<file path="src/rtl/oc_bc_csr_target.sv">
// Byte-channel endpoint: decodes framed 8-bit requests into one 32-bit CSR access
// and returns a framed status (+ read data) response. All outputs are registered.
module oc_bc_csr_target #(
  parameter int ClockHz       = 100_000_000,
  parameter int TimeoutCycles = ClockHz / 1000,
  parameter int AddressBits   = 32
) (
  input  logic                   clock,
  input  logic                   reset,
  input  logic [7:0]             bcInData,
  input  logic                   bcInValid,
  output logic                   bcInReady,
  output logic [7:0]             bcOutData,
  output logic                   bcOutValid,
  input  logic                   bcOutReady,
  output logic [AddressBits-1:0] csrAddress,
  output logic [31:0]            csrWData,
  output logic                   csrWrite,
  output logic                   csrRead,
  input  logic [31:0]            csrRData,
  input  logic                   csrReady,
  input  logic                   csrError
);

  localparam int TmoW = (TimeoutCycles > 0) ? $clog2(TimeoutCycles + 1) : 1;
  localparam logic [TmoW-1:0] TmoLast = (TimeoutCycles > 0) ? TmoW'(TimeoutCycles - 1) : '0;
  localparam logic [TmoW-1:0] TmoMax  = '1;

  typedef enum logic [2:0] {S_IDLE, S_ADDR, S_WDATA, S_CSR, S_RESP} state_t;

  state_t                 r_state, w_state_nxt;
  logic                   r_in_rdy, r_out_vld, r_is_wr, r_csr_wr, r_csr_rd;
  logic [7:0]             r_out_dat;
  logic [1:0]             r_cnt;
  logic [2:0]             r_left;
  logic [AddressBits-1:0] r_addr;
  logic [31:0]            r_wdata, r_rdata;
  logic [TmoW-1:0]        r_tmo_cnt;
  logic                   w_in_fire, w_out_fire, w_tmo_hit, w_op_ok;

  assign w_in_fire  = bcInValid && r_in_rdy;
  assign w_out_fire = r_out_vld && bcOutReady;
  assign w_tmo_hit  = (TimeoutCycles != 0) && (r_tmo_cnt == TmoLast);
  assign w_op_ok    = (bcInData == 8'h01) || (bcInData == 8'h02);

  assign bcInReady  = r_in_rdy;
  assign bcOutData  = r_out_dat;
  assign bcOutValid = r_out_vld;
  assign csrAddress = r_addr;
  assign csrWData   = r_wdata;
  assign csrWrite   = r_csr_wr;
  assign csrRead    = r_csr_rd;

  always_ff @(posedge clock or negedge reset) begin
    if (!reset) r_state <= S_IDLE;
    else        r_state <= w_state_nxt;
  end

  always_comb begin
    w_state_nxt = r_state;
    case (r_state)
      S_IDLE: begin
        if (w_in_fire && w_op_ok)                 w_state_nxt = S_ADDR;
        else if (w_in_fire && bcInData != 8'h00)  w_state_nxt = S_RESP;
      end
      S_ADDR:  if (w_in_fire && r_cnt == 2'd3) w_state_nxt = r_is_wr ? S_WDATA : S_CSR;
      S_WDATA: if (w_in_fire && r_cnt == 2'd3) w_state_nxt = S_CSR;
      S_CSR:   if (csrReady || w_tmo_hit)      w_state_nxt = S_RESP;
      S_RESP:  if (w_out_fire && r_left == 3'd0) w_state_nxt = S_IDLE;
      default: w_state_nxt = S_IDLE;
    endcase
  end

  always_ff @(posedge clock or negedge reset) begin
    if (!reset) begin
      r_in_rdy  <= 1'b0;
      r_out_vld <= 1'b0;
      r_out_dat <= '0;
      r_is_wr   <= 1'b0;
      r_csr_wr  <= 1'b0;
      r_csr_rd  <= 1'b0;
      r_cnt     <= '0;
      r_left    <= '0;
      r_addr    <= '0;
      r_wdata   <= '0;
      r_rdata   <= '0;
      r_tmo_cnt <= '0;
    end else begin
      r_in_rdy <= (w_state_nxt == S_IDLE) || (w_state_nxt == S_ADDR) || (w_state_nxt == S_WDATA);
      case (r_state)
        S_IDLE: if (w_in_fire) begin
          r_cnt   <= '0;
          r_is_wr <= (bcInData == 8'h01);
          if (!w_op_ok && bcInData != 8'h00) begin
            r_out_vld <= 1'b1;
            r_out_dat <= 8'h03;
            r_left    <= '0;
          end
        end
        S_ADDR: if (w_in_fire) begin
          // Upper address bytes beyond AddressBits fall off the top of the shift.
          r_addr <= AddressBits'({r_addr, bcInData});
          r_cnt  <= r_cnt + 2'd1;
          if (r_cnt == 2'd3 && !r_is_wr) begin
            r_csr_rd  <= 1'b1;
            r_tmo_cnt <= '0;
          end
        end
        S_WDATA: if (w_in_fire) begin
          r_wdata <= {r_wdata[23:0], bcInData};
          r_cnt   <= r_cnt + 2'd1;
          if (r_cnt == 2'd3) begin
            r_csr_wr  <= 1'b1;
            r_tmo_cnt <= '0;
          end
        end
        S_CSR: begin
          if (csrReady) begin
            r_csr_wr  <= 1'b0;
            r_csr_rd  <= 1'b0;
            r_out_vld <= 1'b1;
            r_out_dat <= csrError ? 8'h01 : 8'h00;
            r_rdata   <= csrRData;
            r_left    <= (!csrError && !r_is_wr) ? 3'd4 : 3'd0;
          end else if (w_tmo_hit) begin
            r_csr_wr  <= 1'b0;
            r_csr_rd  <= 1'b0;
            r_out_vld <= 1'b1;
            r_out_dat <= 8'h02;
            r_left    <= '0;
          end else if (r_tmo_cnt != TmoMax) begin
            r_tmo_cnt <= r_tmo_cnt + 1'b1;
          end
        end
        S_RESP: if (w_out_fire) begin
          if (r_left == 3'd0) begin
            r_out_vld <= 1'b0;
          end else begin
            r_out_dat <= r_rdata[31:24];
            r_rdata   <= {r_rdata[23:0], 8'h00};
            r_left    <= r_left - 3'd1;
          end
        end
        default: ;
      endcase
    end
  end

endmodule
</file>
<file path="config.mk">
export PLATFORM = sky130hd
export DESIGN_NAME = oc_bc_csr_target
export DESIGN_NICKNAME = d
export VERILOG_FILES = /design/src/rtl/oc_bc_csr_target.sv
export SDC_FILE = /design/constraint.sdc
export NUM_CORES = 1
export LEC_CHECK = 0
export CAP_MARGIN = 25
export CORE_UTILIZATION = 47
export CTS_CLUSTER_DIAMETER = 150
export CTS_CLUSTER_SIZE = 28
export DETAILED_ROUTE_END_ITERATION = 16
export PLACE_DENSITY_LB_ADDON = 0.3
export SYNTH_ARGS = -nofsm -noshare
export SYNTH_HDL_FRONTEND = slang
export SYNTH_SLANG_ARGS = --single-unit
</file>
<file path="constraint.sdc">
create_clock -name clock -period 2.3 [get_ports clock]
set_input_delay 0.575 -clock clock [delete_from_list [all_inputs] [get_ports clock]]
set_output_delay 0.575 -clock clock [all_outputs]
set_load 0.02 [all_outputs]
</file>
==> results.sh, run 1 <==
export IMPL_clock_path_buffers=2
export IMPL_busiest_layer="met2"
export IMPL_drv_slew=0
export IMPL_yosys_warnings=0
export IMPL_syn2layout_area_growth_pct=41.53
export IMPL_cp_slowest_cell="dfrtp_1"
export IMPL_overflow=0
export IMPL_ant_nets=0
export IMPL_core_area_sq_um=12210
export IMPL_worstPathArrival_ns=2.46
export IMPL_grt_pass1_wl_microns=24360
export IMPL_first_iter_violations=247
export IMPL_clock_sinks=134
export IMPL_power_mw=7.788
export IMPL_synthFlopType="dfrtp_1"
export IMPL_portBuffers=121
export IMPL_drt_vias_per_instance=5.350
export IMPL_grt_use_total_pct=24.21
export IMPL_synth_cell_types=55
export IMPL_met1_usage_pct=30.47
export IMPL_first_pass_iters=5
export IMPL_post_route_period_util_pct=94.75
export IMPL_instances_no_fill=858
export IMPL_ios=122
export IMPL_fin_worst_skew_ns=0.01204
export IMPL_cap_violations=0
export IMPL_worst_slew_pin_slew_ns=0.4991
export IMPL_p_per_area_nw_per_um2=916.9
export IMPL_crit_fanout=6
export IMPL_syn_inst=504
export IMPL_ys_ff_latch=134
export IMPL_placedCellCount=824
export IMPL_cts_root_buffer="clkbuf_16"
export IMPL_cts_buffers=17
export IMPL_wl_microns=14750
export IMPL_post_synth_top_area_fraction_pct=55.88
export IMPL_setup_viol=0
export IMPL_fp_row_count=40
export IMPL_rsz0062_at_grt="yes"
export IMPL_grt_pass1_vias=4742
export IMPL_clkTransAtPathRegs_ns=0.05
export IMPL_fp_dieW_microns=115.0
export IMPL_async_flop_share_pct=100.0
export IMPL_drc_errors=0
export IMPL_crit_path_cell_trace="buf_4 > and2_1 > nand3_1 > nor3_2 > ha_2 > nand2b_1 > and2_1 > buf_4 > o311ai_2 > o31ai_2"
export IMPL_worst_ep_required_time_ns=2.58
export IMPL_met3_usage_pct=6.009
export IMPL_hold_path_class="input port to async pin"
export IMPL_grt_max_degree=53
export IMPL_critPathKind="flip-flop to flip-flop"
export IMPL_syn_nets=555
export IMPL_period_minus_slack_ns=2.179
export IMPL_finalWeightedCongestion=0.8535
export IMPL_antenna_found_initial=0
export IMPL_syn_area_sq_um=6001
export IMPL_clock_latency_ns=0.42
export IMPL_final_common_cell="dfrtp_1"
export IMPL_avgSynthCellArea_sq_um=11.91
export IMPL_cts_tree="yes"
export IMPL_synth_top_cell_by_area="dfrtp_1"
export IMPL_synth_edf_count=0
export IMPL_start_util_pct=49.14
export IMPL_die_area_sq_um=13220
export IMPL_antenna_cells=0
export IMPL_drive_above_1_share_pct=25.94
export IMPL_vdd_drop_max_uv=569.7
export IMPL_mostFrequentLayoutCells="dfrtp_1, clkdlybuf4s50_1, mux2_2"
export IMPL_yosysSeqAreaShare_pct=55.88
export IMPL_use_met2_pct=40.16
export IMPL_postCtsHoldBufs=0
export IMPL_post_dp_hpwl_microns=10370
export IMPL_vias=4590
export IMPL_critical_path_max_stage_delay_ns=0.37
export IMPL_fmax_mhz=458.9
export IMPL_synth_area_leaders="dfrtp_1, mux2_2, mux2i_1"
export IMPL_wire_per_inst_microns=17.20
export IMPL_leakagePower_nw=3.864
export IMPL_htree_levels=4
export IMPL_slew_headroom_pct=66.47
export IMPL_startpoint_type="flip-flop"
export IMPL_hold_viol_final=0
export IMPL_dieHeight_microns=115.0
export IMPL_fin_nets=728
export IMPL_endpoint_kind="flip-flop"
export IMPL_run_status="finished clean"
==> metal layers <==
metal  vias up  wire, microns  share of wire (%)
met3        17            702                4.8
li1       2178              -                  -
met5         -              0                  0
met4         0            238                1.6
met2       131           7533                 51
met1      2264           6279                 43
==> kinds of logic (layout without fill, tap and decap cells) <==
group | Yosys count | after routing | share of synthesized area, %
AOI/OAI and AO/OA | 98 | 98 | 10.51
xor gates and xnor gates | 1 | 1 | 0.1460
adders and majority gates | 5 | 5 | 1.043
buffers and inverters | 38 | 224 | 3.086
DFF | 134 | 134 | 55.88
muxes | 98 | 98 | 17.87
and+or+nand+nor | 130 | 130 | 11.47
==> cell type report <==
cell class              count  area, sq um
fillers                   914         3719
flip-flops and latches    134         3356
multi-input cells         332         2517
repair buffers            178         1703
clock buffers              25        515.5
well taps                 168        210.2
clock inverters             7        138.9
inverters                  14        52.55
==> timing repair <==
| action | CTS | global route |
|---|---|---|
| buffers inserted | 0 | 2 |
| gates resized for setup | 6 | 10 |
| endpoints found under the setup margin | 12 | 26 |
| gates cloned | 0 | 0 |
| hold endpoints to repair | 0 | 0 |
| pin swaps | 0 | 4 |
==> worst max-delay path: cells and delay by family (launching register included) <==
kind | cells | cell delay, ns
buffers and inverters | 2 | 0.31
flip-flops | 1 | 0.37
AND/OR/NAND/NOR | 5 | 0.72
AO/OA/AOI/OAI | 2 | 0.46
adder cells (fa/ha/maj) | 1 | 0.19
==> cell usage after synthesis (5+ instances only) <==
master,number
o21ai_0,40
mux2_2,64
nor3_1,7
inv_1,14
clkbuf_1,16
a21oi_1,11
ha_1,5
dfrtp_1,134
a31oi_1,5
a22o_1,8
nor2_1,25
mux2i_1,31
nand4_1,8
nand3_1,11
o311ai_0,5
o31ai_1,12
nand2_1,48
==> report_power, final <==
part | leakage [nW] | switching [mW] | internal (mW)
Combinational | 1.74 | 0.981 | 0.927
Clock | 0.323 | 0.961 | 1.99
Sequential | 1.80 | 0.234 | 2.70
Total | 3.86 | 2.18 | 5.61
==> worst paths after layout <==
path | from | endpoint | slack [ns] | cells after the start
worst max-delay path | r_tmo_cnt[12] | r_tmo_cnt[13] | 0.12 | 10
worst min register to register | r_rdata[22] | r_rdata[22] | 0.48 | 2
worst max register to register | r_tmo_cnt[12] | r_tmo_cnt[13] | 0.12 | 10
min in group clock | r_rdata[22] | r_rdata[22] | 0.48 | 2
worst min-delay path | reset | r_tmo_cnt[7] | 0.07 | 1
max in group asynchronous | reset | csrAddress[30] | 1.61 | 2
==> metrics by stage <==
step                      setup WS, ns  hold WS (ns)   TNS, ns  util [%]  instance area [sq um]
after floorplan                 0.1164        0.2794         0         -                   6001
after global placement         -0.2324        0.4598    -7.431     63.57                   7762
after detailed placement       -0.2540        0.4708    -5.925     63.73                   7782
after CTS                     0.009572       0.07744         0     69.25                   8457
after global routing         -0.008493       0.09553  -0.01395     69.55                   8493
final                           0.1209       0.07009         0     69.55                   8493
==> registers in the layout, summed over array words and instances (netlist names) <==
signal / count
bcInReady: 1
csrRead: 1
r_rdata: 32
r_left: 3
bcOutValid: 1
r_cnt: 2
csrWrite: 1
bcOutData: 8
r_is_wr: 1
csrAddress: 32
r_tmo_cnt: 17
r_state: 3
csrWData: 32
Note: power is estimated with default switching activity, not from simulation.
==> run 2, diff against run 1 <==
--- a/config.mk
+++ b/config.mk
@@ -6,7 +6,7 @@
 export NUM_CORES = 1
 export LEC_CHECK = 0
 export CAP_MARGIN = 25
-export CORE_UTILIZATION = 47
+export CORE_UTILIZATION = 30
 export CTS_CLUSTER_DIAMETER = 150
 export CTS_CLUSTER_SIZE = 28
 export DETAILED_ROUTE_END_ITERATION = 16
==> run 2 against run 1 <==
  * Setup slack worse by 0.0029 ns
  * Largest power group is now registers
  * Sequential power is essentially flat
  * Critical endpoint is now r_tmo_cnt[5]
  * Sequential share of layout area shrank 0.61 points
  * Die area grew 56%
==> results.sh, run 2 (synthesis gave the netlist of run 1 again) <==
export IMPL_final_common_cell="dfrtp_1"
export IMPL_drv_slew=0
export IMPL_portBuffers=121
export IMPL_overflow=0
export IMPL_crit_fanout=6
export IMPL_drc_errors=0
export IMPL_endpoint_kind="flip-flop"
export IMPL_path_delay_family="simple AND/OR/NAND/NOR gates"
export IMPL_grt_pass1_wl_microns=24320
export IMPL_ant_nets=0
export IMPL_grt_pass1_vias=4647
export IMPL_worst_slew_pin_slew_ns=0.5194
export IMPL_grt_use_total_pct=15.35
export IMPL_worst_ep_required_time_ns=2.58
export IMPL_fin_tns_setup_ns=0
export IMPL_period_minus_slack_ns=2.182
export IMPL_cp_num_buf_inv=1
export IMPL_fin_nets=733
export IMPL_setup_viol=0
export IMPL_run_status="finished clean"
export IMPL_ios=122
export IMPL_hold_path_class="input port to async pin"
export IMPL_cp_slowest_cell="dfrtp_1"
export IMPL_die_area_sq_um=20570
export IMPL_wl_microns=15030
export IMPL_syn2layout_area_growth_pct=43.66
export IMPL_hold_viol_final=0
export IMPL_fp_row_count=51
export IMPL_mostFrequentLayoutCells="dfrtp_1, clkdlybuf4s50_1, mux2_2"
export IMPL_htree_levels=4
export IMPL_r2r_start="r_tmo_cnt[5]"
export IMPL_crit_start="r_tmo_cnt[5]"
export IMPL_cap_violations=0
export IMPL_cts_buffers=17
export IMPL_first_iter_violations=246
export IMPL_antenna_found_initial=0
export IMPL_core_area_sq_um=19530
export IMPL_crit_path_cell_trace="nand4_1 > nor2_2 > nand3_1 > nor3_2 > ha_1 > nand2b_1 > and2_1 > buf_4 > o311ai_0 > o31ai_1"
export IMPL_critPathKind="flip-flop to flip-flop"
export IMPL_power_mw=7.687
export IMPL_drt_vias_per_instance=4.740
export IMPL_fp_dieW_microns=143.4
export IMPL_vias=4550
export IMPL_cts_root_buffer="clkbuf_16"
export IMPL_dieHeight_microns=143.4
export IMPL_clock_path_buffers=2
export IMPL_antenna_cells=0
export IMPL_drive_above_1_share_pct=26.19
export IMPL_wire_per_inst_microns=15.66
export IMPL_p_per_area_nw_per_um2=891.7
export IMPL_grt_max_degree=47
export IMPL_cts_tree="yes"
export IMPL_vdd_drop_max_uv=548.1
export IMPL_slew_headroom_pct=64.89
export IMPL_fin_worst_skew_ns=0.005879
export IMPL_clkTransAtPathRegs_ns=0.06
export IMPL_critical_path_max_stage_delay_ns=0.42
export IMPL_startpoint_type="flip-flop"
export IMPL_clock_latency_ns=0.41
export IMPL_worstPathArrival_ns=2.46
export IMPL_clock_sinks=134
export IMPL_start_util_pct=30.73
export IMPL_post_dp_hpwl_microns=11030
export IMPL_leakagePower_nw=3.885
export IMPL_finalWeightedCongestion=0.8327
export IMPL_first_pass_iters=4
export IMPL_fmax_mhz=458.3
export IMPL_post_route_period_util_pct=94.87
==> run 2: cell count changes in the layout (fill, tap and decap cells not counted), sizes merged <==
cell / before / now
buf: 58 / 63
clkbuf: 25 / 21
clkinv: 3 / 5
clkinvlp: 0 / 2
bufinv: 4 / 3
inv: 14 / 15
==> run 2: routing by layer <==
layer | vias up | part of all wire (%) | wire length (microns) | GRT usage [%]
met2 | 95 | 50 | 7463 | 24.99
met5 | - | 0 | 0 | 0
met3 | 16 | 4.6 | 685 | 4.132
li1 | 2190 | - | - | -
met4 | 0 | 1.2 | 187 | 5.151
met1 | 2249 | 45 | 6697 | 19.66
==> run 2: metrics by stage <==
stage	hold slack [ns]	instances	area, sq um	setup slack, ns	util [%]
floorplan	0.2794	504	6001	0.1164	-
global placement	0.4599	927	7961	-0.3083	40.77
detailed placement	0.4695	927	7961	-0.3346	40.77
CTS	0.1018	959	8594	0.01941	44.02
global route	0.1267	960	8621	-0.006901	44.15
finish	0.09727	960	8621	0.1180	44.15
==> run 2: final timing paths <==
check | to | slack, ns | cells past startpoint
max in group asynchronous | r_state[1] | 1.60 | 2
setup reg to reg | r_tmo_cnt[5] | 0.12 | 10
hold / removal | r_tmo_cnt[11] | 0.1 | 1
hold reg to reg | r_rdata[31] | 0.48 | 2
setup / recovery | r_tmo_cnt[5] | 0.12 | 10
min in group clock | r_rdata[31] | 0.48 | 2
==> run 2: what timing repair did <==
action	CTS	global route
endpoints found under the setup margin	10	20
buffers inserted	0	1
hold buffers	0	0
endpoints found under the hold margin	0	0
pin swaps	0	4
resized for setup	1	8
==> run 2: where the power goes <==
group          leakage [nW]  internal (mW)  switching [mW]
clock                 0.305           1.82            1.01
combinational          1.77          0.961           0.974
sequential             1.81           2.70           0.223
==> run 2: cell type report <==
class	count	area, sq um
Multi-Input combinational cell	332	2504
Clock buffer	21	480.5
Fill cell	1849	10910
Sequential cell	134	3353
Tap cell	265	331.6
Timing Repair Buffer	183	1753
Inverter	14	52.55
Clock inverter	11	146.4
